$ cat config.mk
export PLATFORM = sky130hd
export DESIGN_NAME = key_schedule
export DESIGN_NICKNAME = d
export VERILOG_FILES = /design/src/rtl/key_schedule_pkg.sv /design/src/rtl/key_schedule_sbox.sv /design/src/rtl/key_schedule.sv
export SDC_FILE = /design/constraint.sdc
export NUM_CORES = 1
export LEC_CHECK = 0
export ABC_AREA = 1
export ABC_CLOCK_PERIOD_IN_PS = 4450
export CORE_MARGIN = 3
export CORE_UTILIZATION = 48
export DETAILED_ROUTE_END_ITERATION = 10
export PLACE_DENSITY = 0.86
export SYNTH_ARGS = -nofsm -noshare
export SYNTH_HDL_FRONTEND = slang
export SYNTH_SLANG_ARGS = --single-unit
$ cat constraint.sdc
create_clock -name clk -period 4.45 [get_ports clk]
set_input_delay 0.6675 -clock clk [delete_from_list [all_inputs] [get_ports clk]]
set_output_delay 0.6675 -clock clk [all_outputs]
set_load 0.05 [all_outputs]
$ cat src/rtl/key_schedule_pkg.sv
// Shared cipher constants for the PRESENT-80 style datapath and its key schedule.
package key_schedule_pkg;
   localparam int KEY_W     = 80;
   localparam int STATE_W   = 64;
   localparam int ROUNDS    = 31;
   localparam int FINAL_IDX = 32;
   localparam int ROT_AMT   = 61;
   localparam int CNT_HI    = 19;
   localparam int CNT_LO    = 15;
   localparam int RC_W      = 6;

   typedef logic [KEY_W-1:0] key_t;
   typedef logic [RC_W-1:0]  rc_t;

   localparam rc_t RC_FIRST = rc_t'(1);
   localparam rc_t RC_FINAL = rc_t'(FINAL_IDX);
endpackage

$ cat src/rtl/key_schedule_sbox.sv
// PRESENT 4-bit S-box, shared by the substitution layer and the key schedule.
module key_schedule_sbox (
   input  logic [3:0] a,
   output logic [3:0] y
);
   always_comb begin
      y = 4'h0;
      case (a)
         4'h0: y = 4'hC;
         4'h1: y = 4'h5;
         4'h2: y = 4'h6;
         4'h3: y = 4'hB;
         4'h4: y = 4'h9;
         4'h5: y = 4'h0;
         4'h6: y = 4'hA;
         4'h7: y = 4'hD;
         4'h8: y = 4'h3;
         4'h9: y = 4'hE;
         4'hA: y = 4'hF;
         4'hB: y = 4'h8;
         4'hC: y = 4'h4;
         4'hD: y = 4'h7;
         4'hE: y = 4'h1;
         default: y = 4'h2;
      endcase
   end
endmodule

$ cat src/rtl/key_schedule.sv
// Round-key generator: one 80-bit key register plus rc/valid/last control, one key per advance.
module key_schedule
   import key_schedule_pkg::*;
(
   input  logic             clk,
   input  logic             rst_n,
   input  logic             load,
   input  logic [KEY_W-1:0] key_in,
   input  logic             next,
   output logic [KEY_W-1:0] k,
   output logic [RC_W-1:0]  rc,
   output logic             valid,
   output logic             last
);
   key_t       rot;
   key_t       k_nxt;
   logic [3:0] sb_out;
   logic       advance;

   assign rot     = {k[KEY_W-1-ROT_AMT:0], k[KEY_W-1:KEY_W-ROT_AMT]};
   assign advance = next & valid & ~last;

   key_schedule_sbox u_sbox (
      .a (rot[KEY_W-1:KEY_W-4]),
      .y (sb_out)
   );

   // rc is mixed in before it increments
   always_comb begin
      k_nxt = {sb_out, rot[KEY_W-5:0]};
      k_nxt[CNT_HI:CNT_LO] = k_nxt[CNT_HI:CNT_LO] ^ rc[CNT_HI-CNT_LO:0];
   end

   always_ff @(posedge clk) begin
      if (!rst_n) begin
         k <= '0;
      end else if (load) begin
         k <= key_in;
      end else if (advance) begin
         k <= k_nxt;
      end
   end

   always_ff @(posedge clk) begin
      if (!rst_n) begin
         rc    <= '0;
         valid <= 1'b0;
         last  <= 1'b0;
      end else if (load) begin
         rc    <= RC_FIRST;
         valid <= 1'b1;
         last  <= 1'b0;
      end else if (advance) begin
         rc    <= rc + RC_FIRST;
         last  <= (rc == RC_FINAL - RC_FIRST);
      end
   end
endmodule

==> impl_metrics.env, run 1 <==
export IMPL_post_synth_num_cell_types=32
export IMPL_finClkSkew_ns=0.0153
export IMPL_max_slew_worst_pin_slew_ns=0.742
export IMPL_hold_path_class="flop to flop"
export IMPL_max_cap_violations=0
export IMPL_clk_transition_reported_paths_ns=0.10
export IMPL_power_density_cell_area_mw_per_mm2=345
export IMPL_fp_dieArea_mm2=0.0109
export IMPL_port_buffers=171
export IMPL_grt_usage_pct=23.2
export IMPL_proportion_of_layout_cells_with_a_drive_suffix_above_1_pct=6.46
export IMPL_grt_overflow_total=0
export IMPL_post_synth_top_area_cell="sky130_fd_sc_hd__dfxtp_1"
export IMPL_ioPinCount=172
export IMPL_synthesis_yosys_warnings=0
export IMPL_route_top_layer_used="met4"
export IMPL_initial_antenna_violation_count=0
export IMPL_dieWidth_um=104
export IMPL_start_util_pct=49.9
export IMPL_sequential_area_share_after_synthesis_pct=39.6
export IMPL_post_layout_nonfiller_instances=810
export IMPL_finalWirelength_um=13000
export IMPL_timing_final_max_slew_violations=0
export IMPL_clock_sink_count=92
export IMPL_leakagePower_nw=2.23
export IMPL_grt_max_degree=72
export IMPL_avgViaCountPerCell=5.31
export IMPL_grt_pass1_wl_um=20900
export IMPL_detailed_place_hpwl_um=9380
export IMPL_fp_dieH_um=104
export IMPL_insertedDiodeCount=0
export IMPL_syn_to_final_growth_pct=28.8
export IMPL_postSynthRegisterBits=92
export IMPL_worstSkewPairLatency_ns=0.35
export IMPL_timing_critical_path_to_type="flop"
export IMPL_numPlacedInstances=794
export IMPL_place_congestion=0.898
export IMPL_clock_root_buffer="sky130_fd_sc_hd__clkbuf_8"
export IMPL_power_frac_seq_pct=44.5
export IMPL_unrepaired_setup_endpoints_after_global_routing="false"
export IMPL_drc_errors=0
export IMPL_syn_num_nets=685
export IMPL_crit_path_max_fanout=49
export IMPL_required_ns=4.70
export IMPL_max_clock_freq_ghz=0.408
export IMPL_routed_wl_met2_um=6210
export IMPL_synth_top_cell_area_share_pct=39.6
export IMPL_clock_tree_from_tritoncts="yes"
export IMPL_cts_max_path_buffers=2
export IMPL_ys_top_cells_by_area="sky130_fd_sc_hd__dfxtp_1 (40%), sky130_fd_sc_hd__nand2_1 (15%), sky130_fd_sc_hd__buf_4 (12%), sky130_fd_sc_hd__a22oi_1 (6.9%), sky130_fd_sc_hd__a21oi_1 (5.1%)"
export IMPL_tns_ns=0
export IMPL_power_internal_mw=1.39
export IMPL_switching_share_pct=32.5
export IMPL_routed_via_count=4298
export IMPL_mean_instance_size_in_the_synthesized_netlist_um2=7.82
export IMPL_hold_viol_final=0
export IMPL_drt_pass1_iterations=5
export IMPL_min_period_over_period_pct=55.1
export IMPL_p_switching_mw=0.671
export IMPL_wirelength_met1_um=5370
export IMPL_ctsHtreeMaxLevel=3
export IMPL_pwr_share_comb_pct=24.2
export IMPL_layout_nets=766
export IMPL_postCtsSetupBuffers=0
export IMPL_first_iter_violations=307
export IMPL_max_slew_margin_rel_pct=50.6
export IMPL_clock_power_share_pct=31.3
export IMPL_core_area_mm2=0.00933
export IMPL_synthesis_instances=595
export IMPL_antenna_violating_nets_post_route=0
export IMPL_run_status="complete, no violations"
export IMPL_routed_wire_length_per_instance_um=16.1
export IMPL_met3_routed_wl_um=1290
export IMPL_cts_hold_buf=0
export IMPL_post_cts_resize_count=0
export IMPL_start_to_end_type_of_the_worst_setup_path="input port to flop"
export IMPL_rows=35
export IMPL_layout_min_cycle_time_ns=2.45
export IMPL_timing_critical_path_arrival_ns=2.70
export IMPL_first_global_vias=4092
export IMPL_numCtsBuffers=9
export IMPL_setup_violations_final=0
export IMPL_setup_worst_path_start_class="input port"
export IMPL_power_ir_vdd_worst_mv=0.176
export IMPL_syn_area_mm2=0.00465
==> sequential cells by signal (all words and copies together), names as in the netlist <==
name and count:
last 1, rc 6, u_sbox.y 4, valid 1
k 80
==> power groups by stage <==
stage | clock (mW) | sequential, mW | combinational [mW]
4_1_cts | 0.659 | 0.918 | 0.501
3_5_place_dp | 0 | 0.936 | 0.500
6_report | 0.647 | 0.919 | 0.500
2_1_floorplan | 0 | 0.947 | 0.348
5_1_grt | 0.691 | 0.925 | 0.529
3_3_place_gp | 0 | 0.936 | 0.492
==> Yosys cell counts, drive strengths merged <==
| cell | number |
|---|---|
| a21oi | 47 |
| a22oi | 43 |
| a311oi | 4 |
| a31oi | 29 |
| buf | 97 |
| clkbuf | 7 |
| dfxtp | 92 |
| ha | 6 |
| inv | 28 |
| nand2 | 187 |
| nand3 | 17 |
| nand4 | 3 |
| nor2 | 24 |
| nor3 | 1 |
| nor3b | 1 |
| o21ai | 5 |
| o32ai | 1 |
| or2 | 1 |
| xnor2 | 1 |
| xor2 | 1 |
==> area by class of cell <==
cell class,instances,area [um2]
Clock inverter,7,105
Inverter,28,113
Sequential cell,92,1840
Clock buffer,9,124
Multi-Input combinational cell,371,1920
Fill cell,796,3330
Tap cell,129,161
Timing Repair Buffer,174,1730
==> worst max-delay path, cell delays in order <==
cell and delay, ns:
sky130_fd_sc_hd__clkdlybuf4s50_1 0.49, sky130_fd_sc_hd__inv_2 0.43, sky130_fd_sc_hd__buf_4 0.55, sky130_fd_sc_hd__nor2_2 0.13
sky130_fd_sc_hd__nand2_2 0.12, sky130_fd_sc_hd__nor2_4 0.06, sky130_fd_sc_hd__nand2_1 0.08, sky130_fd_sc_hd__nand2_1 0.06
sky130_fd_sc_hd__nand2_1 0.06, sky130_fd_sc_hd__nand2_1 0.05
==> metrics by stage <==
step / worst slack, ns / cell area (um2) / hold WS, ns / total power [mW] / utilization (%)
after floorplan: 2.31 / 4650 / 0.446 / 1.29 / -
after global placement: 1.73 / 5760 / 0.466 / 1.43 / 61.8
after detailed placement: 1.66 / 5760 / 0.465 / 1.44 / 61.8
after CTS: 2.03 / 5990 / 0.477 / 2.08 / 64.3
after global routing: 1.84 / 5990 / 0.490 / 2.15 / 64.3
final: 2.00 / 5990 / 0.474 / 2.07 / 64.3
==> kinds of logic after synthesis <==
kind of cell / after synthesis / synth area share [%]
and+or+nand+nor: 234 / 21.9
buffers and inverters: 132 / 19.2
AOI/OAI and AO/OA: 129 / 17.4
DFF: 92 / 39.6
adders and majority gates: 6 / 1.61
xor gates and xnor gates: 2 / 0.376
==> per-layer routing <==
metal,GRT usage [%],up-vias
met1,30.3,1958
met3,6.08,17
li1,-,2078
met4,6.27,0
met5,0,-
met2,37.8,245
==> worst paths after layout <==
check | startpoint | to | slack (ns) | cells after the start
hold / removal | u_sbox.y[1] | k[77] | 0.47 | 2
hold reg to reg | u_sbox.y[1] | k[77] | 0.47 | 2
setup reg to reg | valid | u_sbox.y[0] | 2.48 | 11
setup / recovery | rst_n | u_sbox.y[1] | 2.00 | 10
==> layout by cell type (no fill, tap or decap), types with 4 or more instances in the layout <==
cell,n
sky130_fd_sc_hd__a21oi_1,47
sky130_fd_sc_hd__a22oi_1,43
sky130_fd_sc_hd__a311oi_1,4
sky130_fd_sc_hd__a31oi_1,29
sky130_fd_sc_hd__clkbuf_8,9
sky130_fd_sc_hd__clkdlybuf4s50_1,170
sky130_fd_sc_hd__dfxtp_1,92
sky130_fd_sc_hd__ha_1,6
sky130_fd_sc_hd__inv_1,23
sky130_fd_sc_hd__nand2_1,182
sky130_fd_sc_hd__nand2_2,4
sky130_fd_sc_hd__nand3_1,12
sky130_fd_sc_hd__nand3_2,4
sky130_fd_sc_hd__nor2_1,16
sky130_fd_sc_hd__nor2_4,5
sky130_fd_sc_hd__o21ai_0,5
Note: power is estimated with default switching activity, not from simulation.
==> inputs of run 2 (changes only) <==
ABC_CLOCK_PERIOD_IN_PS = 2200   (was 4450)
CORE_UTILIZATION = 41   (was 48)
PLACE_DENSITY = 0.78   (was 0.86)
clock period = 2.2 ns   (was 4.45 ns; I/O delays follow)
==> run 2 against run 1 <==
Clock power rose to 2.6 times the previous value. Sequential power up 100%. Worst hold slack worse by 0.0022 ns. Critical path type is now flop to output pin. Highest routed layer unchanged.
==> impl_metrics.env, run 2 (synthesis results as in run 1) <==
export IMPL_setup_worst_path_start_class="flop"
export IMPL_first_global_vias=4143
export IMPL_rr_endpoint="u_sbox.y[0]"
export IMPL_finalHoldWorstSlack_ns=0.472
export IMPL_switching_share_pct=30.5
export IMPL_antenna_violating_nets_post_route=0
export IMPL_initial_antenna_violation_count=0
export IMPL_drt_pass1_iterations=5
export IMPL_clk_transition_reported_paths_ns=0.07
export IMPL_detailed_place_hpwl_um=9570
export IMPL_finalWirelength_um=13100
export IMPL_post_cts_resize_count=0
export IMPL_ff2ff_path_depth=13
export IMPL_pwr_share_comb_pct=22.3
export IMPL_top_usage_layer="met2"
export IMPL_p_switching_mw=1.41
export IMPL_gr_usage_met1_pct=25.0
export IMPL_timing_critical_path_to_type="output pin"
export IMPL_largest_register_ff_count=80
export IMPL_power_ir_vdd_worst_mv=0.360
export IMPL_most_common_library_cell_in_the_layout_ignoring_fill_and_taps="sky130_fd_sc_hd__nand2_1"
export IMPL_tns_ns=0
export IMPL_clock_power_share_pct=37.2
export IMPL_numCtsBuffers=9
export IMPL_dpl_cell_area_mm2=0.00587
export IMPL_power_density_cell_area_mw_per_mm2=742
export IMPL_globalRouteMet2Util_pct=35.3
export IMPL_finalWorstSetupSlack_ns=0.183
export IMPL_hold_viol_final=0
export IMPL_first_iter_violations=321
export IMPL_ctsHtreeMaxLevel=3
export IMPL_layout_min_cycle_time_ns=2.02
export IMPL_grt_pass1_wl_um=20700
export IMPL_post_layout_nonfiller_instances=831
export IMPL_hold_path_end="k[76]"
export IMPL_path_cells="clkdlybuf4s50_1"
export IMPL_max_slew_margin_rel_pct=53.1
export IMPL_clock_root_buffer="sky130_fd_sc_hd__clkbuf_16"
export IMPL_ioPinCount=172
export IMPL_start_util_pct=42.4
export IMPL_cts_hold_buf=0
export IMPL_number_of_stages_on_the_worst_hold_path=2
export IMPL_clock_tree_from_tritoncts="yes"
export IMPL_finClkSkew_ns=0.00767
export IMPL_fin_total_pwr_mw=4.60
export IMPL_port_buffers=171
export IMPL_avgViaCountPerCell=5.18
export IMPL_drc_errors=0
export IMPL_run_status="complete, no violations"
export IMPL_path_delay_family="buffers and inverters"
export IMPL_worstPathBufferInverterCount=1
export IMPL_grt_overflow_total=0
export IMPL_regMostFlops="k"
export IMPL_max_slew_worst_pin_slew_ns=0.704
export IMPL_grt_use_met3_pct=4.37
export IMPL_proportion_of_layout_cells_with_a_drive_suffix_above_1_pct=7.81
export IMPL_dp_worst_setup_slack_ns=-0.0451
export IMPL_dieWidth_um=113
export IMPL_insertedDiodeCount=0
export IMPL_hold_path_class="flop to flop"
export IMPL_mostFrequentLayoutCells="sky130_fd_sc_hd__nand2_1 (182), sky130_fd_sc_hd__clkdlybuf4s50_1 (170), sky130_fd_sc_hd__dfxtp_1 (92)"
export IMPL_fin_util_pct=56.4
export IMPL_unrepaired_setup_endpoints_after_global_routing="false"
export IMPL_cp_slowest_stage_delay_ns=0.86
export IMPL_routed_wire_length_per_instance_um=15.7
export IMPL_required_ns=1.87
export IMPL_syn_to_final_growth_pct=33.1
export IMPL_worstSkewPairLatency_ns=0.33
export IMPL_crit_path_max_fanout=8
export IMPL_core_area_mm2=0.0110
export IMPL_rows=38
export IMPL_leakagePower_nw=2.33
export IMPL_clock_sink_count=92
export IMPL_numPlacedInstances=815
export IMPL_setup_violations_final=0
export IMPL_worstReg2RegStart="last"
export IMPL_min_period_over_period_pct=91.7
export IMPL_fp_dieH_um=113
export IMPL_max_clock_freq_ghz=0.496
export IMPL_start_to_end_type_of_the_worst_setup_path="flop to output pin"
export IMPL_place_congestion=0.914
export IMPL_cts_max_path_buffers=2
export IMPL_power_frac_seq_pct=40.4
export IMPL_grt_usage_pct=19.9
export IMPL_timing_final_max_slew_violations=0
export IMPL_layout_nets=776
export IMPL_routed_via_count=4302
export IMPL_fp_dieArea_mm2=0.0127
export IMPL_regToRegSetupSlack_ns=0.35
export IMPL_max_cap_violations=0
export IMPL_power_internal_mw=3.19
export IMPL_grt_max_degree=69
export IMPL_worstHoldStart="u_sbox.y[0]"
export IMPL_slowest_stage="sky130_fd_sc_hd__clkdlybuf4s50_1"
export IMPL_postCtsSetupBuffers=0
export IMPL_timing_critical_path_arrival_ns=1.69
export IMPL_fin_area_mm2=0.00620
-- run 2: cell types whose count changed in the layout (fill, tap and decap cells not counted), sizes merged --
cell    before  now
buf          4   14
clkinv       1    0
inv         31   32
-- run 2: per-layer routing --
layer  up-vias  wire [um]
li1       2098          -
met1      2027       5490
met2       167       6720
met3        10        774
met4         0        107
met5         -          0
-- run 2: area by class of cell --
type	count	area [um2]
Multi-Input combinational cell	371	1920
Timing Repair Buffer	184	1820
Fill cell	1001	4790
Clock buffer	9	225
Clock inverter	7	105
Inverter	28	113
Sequential cell	92	1840
Tap cell	140	175
-- run 2: how the worst max path moves through the flow --
stage	from	endpoint	slack, ns	cells past startpoint
after floorplan	valid	u_sbox.y[0]	0.06	12
after CTS	rc[3]	rc[3]	0.17	1
after global routing	rc[3]	rc[3]	0.14	1
final	rc[3]	rc[3]	0.18	1
after detailed placement	next	u_sbox.y[0]	-0.05	12
after global placement	next	u_sbox.y[0]	0.03	12
-- run 2: power by group through the flow --
stage                     logic [mW]  clock network, mW  registers, mW
after floorplan                0.704                  0           1.91
after global routing            1.09               1.83           1.87
after detailed placement        1.03                  0           1.90
final                           1.03               1.71           1.86
after global placement          1.01                  0           1.90
after CTS                       1.03               1.76           1.86
==> inputs of run 3 (changes only) <==
CORE_UTILIZATION = 57   (was 41)
DONT_BUFFER_PORTS = 1   (was default)
PLACE_DENSITY = 0.75   (was 0.78)
==> run 3 against run 2 <==
Clock power fell by 40%. Total power fell by 23%. Count of clock-buffer cells in the layout rose by 2. Cell area fell by 31%. Utilization fell by 1.3 points. Wire length fell by 17%. Non-clock buffer count fell by 168. Sequential share of layout area rose by 13 points. Combinational power fell by 62%. Highest routed layer unchanged.
==> impl_metrics.env, run 3 (synthesis results as in run 1) <==
export IMPL_proportion_of_layout_cells_with_a_drive_suffix_above_1_pct=10.5
export IMPL_first_iter_violations=164
export IMPL_worst_path_most_repeated_cell="sky130_fd_sc_hd__nand2_1"
export IMPL_path_cells="nand3_4, nand3_1, nand3_1, nand2_2, inv_1, ha_1, or2_2, nand2_1, nand2_1, nand2_1, nand2_1"
export IMPL_worstSkewPairLatency_ns=0.35
export IMPL_start_util_pct=59.6
export IMPL_max_slew_margin_rel_pct=53.6
export IMPL_crit_path_max_fanout=11
export IMPL_run_status="complete, no violations"
export IMPL_numCtsBuffers=9
export IMPL_place_congestion=0.901
export IMPL_dp_worst_setup_slack_ns=0.328
export IMPL_cts_max_path_buffers=2
export IMPL_route_top_layer_used="met4"
export IMPL_routed_wire_length_per_instance_um=17.5
export IMPL_timing_critical_path_arrival_ns=2.12
export IMPL_power_density_cell_area_mw_per_mm2=828
export IMPL_largest_register_ff_count=80
export IMPL_layout_min_cycle_time_ns=1.87
export IMPL_cp_slowest_stage_delay_ns=0.38
export IMPL_hold_viol_final=0
export IMPL_routed_via_count=3565
export IMPL_fp_dieArea_mm2=0.00929
export IMPL_max_slew_worst_pin_slew_ns=0.696
export IMPL_required_ns=2.44
export IMPL_avgViaCountPerCell=5.70
export IMPL_clock_root_buffer="sky130_fd_sc_hd__clkbuf_8"
export IMPL_final_seq_area_mm2=0.00184
export IMPL_drc_errors=0
export IMPL_regMostFlops="k"
export IMPL_grt_overflow_total=0
export IMPL_cts_hold_buf=0
export IMPL_min_period_over_period_pct=85.2
export IMPL_most_common_library_cell_in_the_layout_ignoring_fill_and_taps="sky130_fd_sc_hd__nand2_1"
export IMPL_fin_area_mm2=0.00430
export IMPL_grt_max_degree=85
export IMPL_finalWirelength_um=10900
export IMPL_post_cts_resize_count=0
export IMPL_routed_wl_met2_um=5430
export IMPL_fp_dieH_um=96.4
export IMPL_final_fill_count=780
export IMPL_mostFrequentLayoutCells="sky130_fd_sc_hd__nand2_1 (182), sky130_fd_sc_hd__dfxtp_1 (92), sky130_fd_sc_hd__a21oi_1 (47)"
export IMPL_tns_ns=0
export IMPL_first_global_vias=3202
export IMPL_dpl_cell_area_mm2=0.00412
export IMPL_drt_pass1_iterations=4
export IMPL_start_to_end_type_of_the_worst_setup_path="flop to flop"
export IMPL_finClkSkew_ns=0.0110
export IMPL_path_delay_family="simple AND/OR/NAND/NOR gates"
export IMPL_grt_pass1_wl_um=15900
export IMPL_insertedDiodeCount=0
export IMPL_clock_sink_count=92
export IMPL_syn_to_final_growth_pct=-7.63
export IMPL_timing_critical_path_to_type="flop"
export IMPL_postCtsSetupBuffers=0
export IMPL_initial_antenna_violation_count=0
export IMPL_timing_final_max_slew_violations=0
export IMPL_finalWorstSetupSlack_ns=0.326
export IMPL_multi_input_comb_area_mm2=0.00192
export IMPL_post_layout_nonfiller_instances=625
export IMPL_antenna_violating_nets_post_route=0
export IMPL_slowest_stage="sky130_fd_sc_hd__dfxtp_1"
export IMPL_max_clock_freq_ghz=0.533
export IMPL_numPlacedInstances=609
export IMPL_worstPathBufferInverterCount=1
export IMPL_clock_tree_from_tritoncts="yes"
export IMPL_ctsHtreeMaxLevel=3
export IMPL_fin_util_pct=55.1
export IMPL_unrepaired_setup_endpoints_after_global_routing="false"
export IMPL_core_area_mm2=0.00781
export IMPL_fin_total_pwr_mw=3.56
export IMPL_met3_routed_wl_um=937
export IMPL_power_ir_vdd_worst_mv=0.334
export IMPL_leakagePower_nw=1.63
export IMPL_setup_worst_path_start_class="flop"
export IMPL_grt_usage_pct=22.2
export IMPL_port_buffers=0
export IMPL_wirelength_met1_um=4340
export IMPL_finalHoldWorstSlack_ns=0.102
export IMPL_setup_violations_final=0
export IMPL_detailed_place_hpwl_um=7730
export IMPL_dieWidth_um=96.4
export IMPL_ioPinCount=172
export IMPL_hold_path_class="input port to flop"
export IMPL_clk_transition_reported_paths_ns=0.09
export IMPL_rows=32
export IMPL_layout_nets=608
export IMPL_max_cap_violations=0
-- run 3: cell count changes in the layout (fill, tap and decap cells not counted), moves of 2 or more --
cell,previous run,this run
sky130_fd_sc_hd__buf_4,12,16
sky130_fd_sc_hd__bufinv_16,2,0
sky130_fd_sc_hd__clkbuf_16,9,0
sky130_fd_sc_hd__clkbuf_8,0,10
sky130_fd_sc_hd__clkdlybuf4s50_1,170,0
sky130_fd_sc_hd__clkinvlp_4,1,3
sky130_fd_sc_hd__inv_6,4,2
-- run 3: metal layers --
| metal | vias to the layer above | global-route usage [%] |
|---|---|---|
| met5 | - | 0 |
| met4 | 0 | 6.89 |
| met3 | 20 | 7.90 |
| met2 | 137 | 37.8 |
| met1 | 1647 | 26.0 |
| li1 | 1761 | - |
-- run 3: worst paths after layout --
check,from,endpoint,slack [ns],cells after the start
worst min register to register,u_sbox.y[2],k[78],0.47,2
worst max register to register,valid,u_sbox.y[0],0.33,11
worst max-delay path,valid,u_sbox.y[0],0.33,11
worst min-delay path,load,valid,0.10,2
-- run 3: report_power, final --
part | total [mW] | switching (mW) | internal, mW
Clock | 1.03 | 0.588 | 0.444
Combinational | 0.389 | 0.252 | 0.136
Sequential | 2.14 | 0.372 | 1.77
Total | 3.56 | 1.21 | 2.35
-- run 3: cell type report --
| type | count | area share, % |
|---|---|---|
| Multi-Input combinational cell | 371 | 44.6 |
| Inverter | 28 | 2.62 |
| Clock inverter | 5 | 0.844 |
| Tap cell | 102 | 2.97 |
| Clock buffer | 11 | 3.29 |
| Sequential cell | 92 | 42.8 |
| Timing Repair Buffer | 16 | 2.79 |
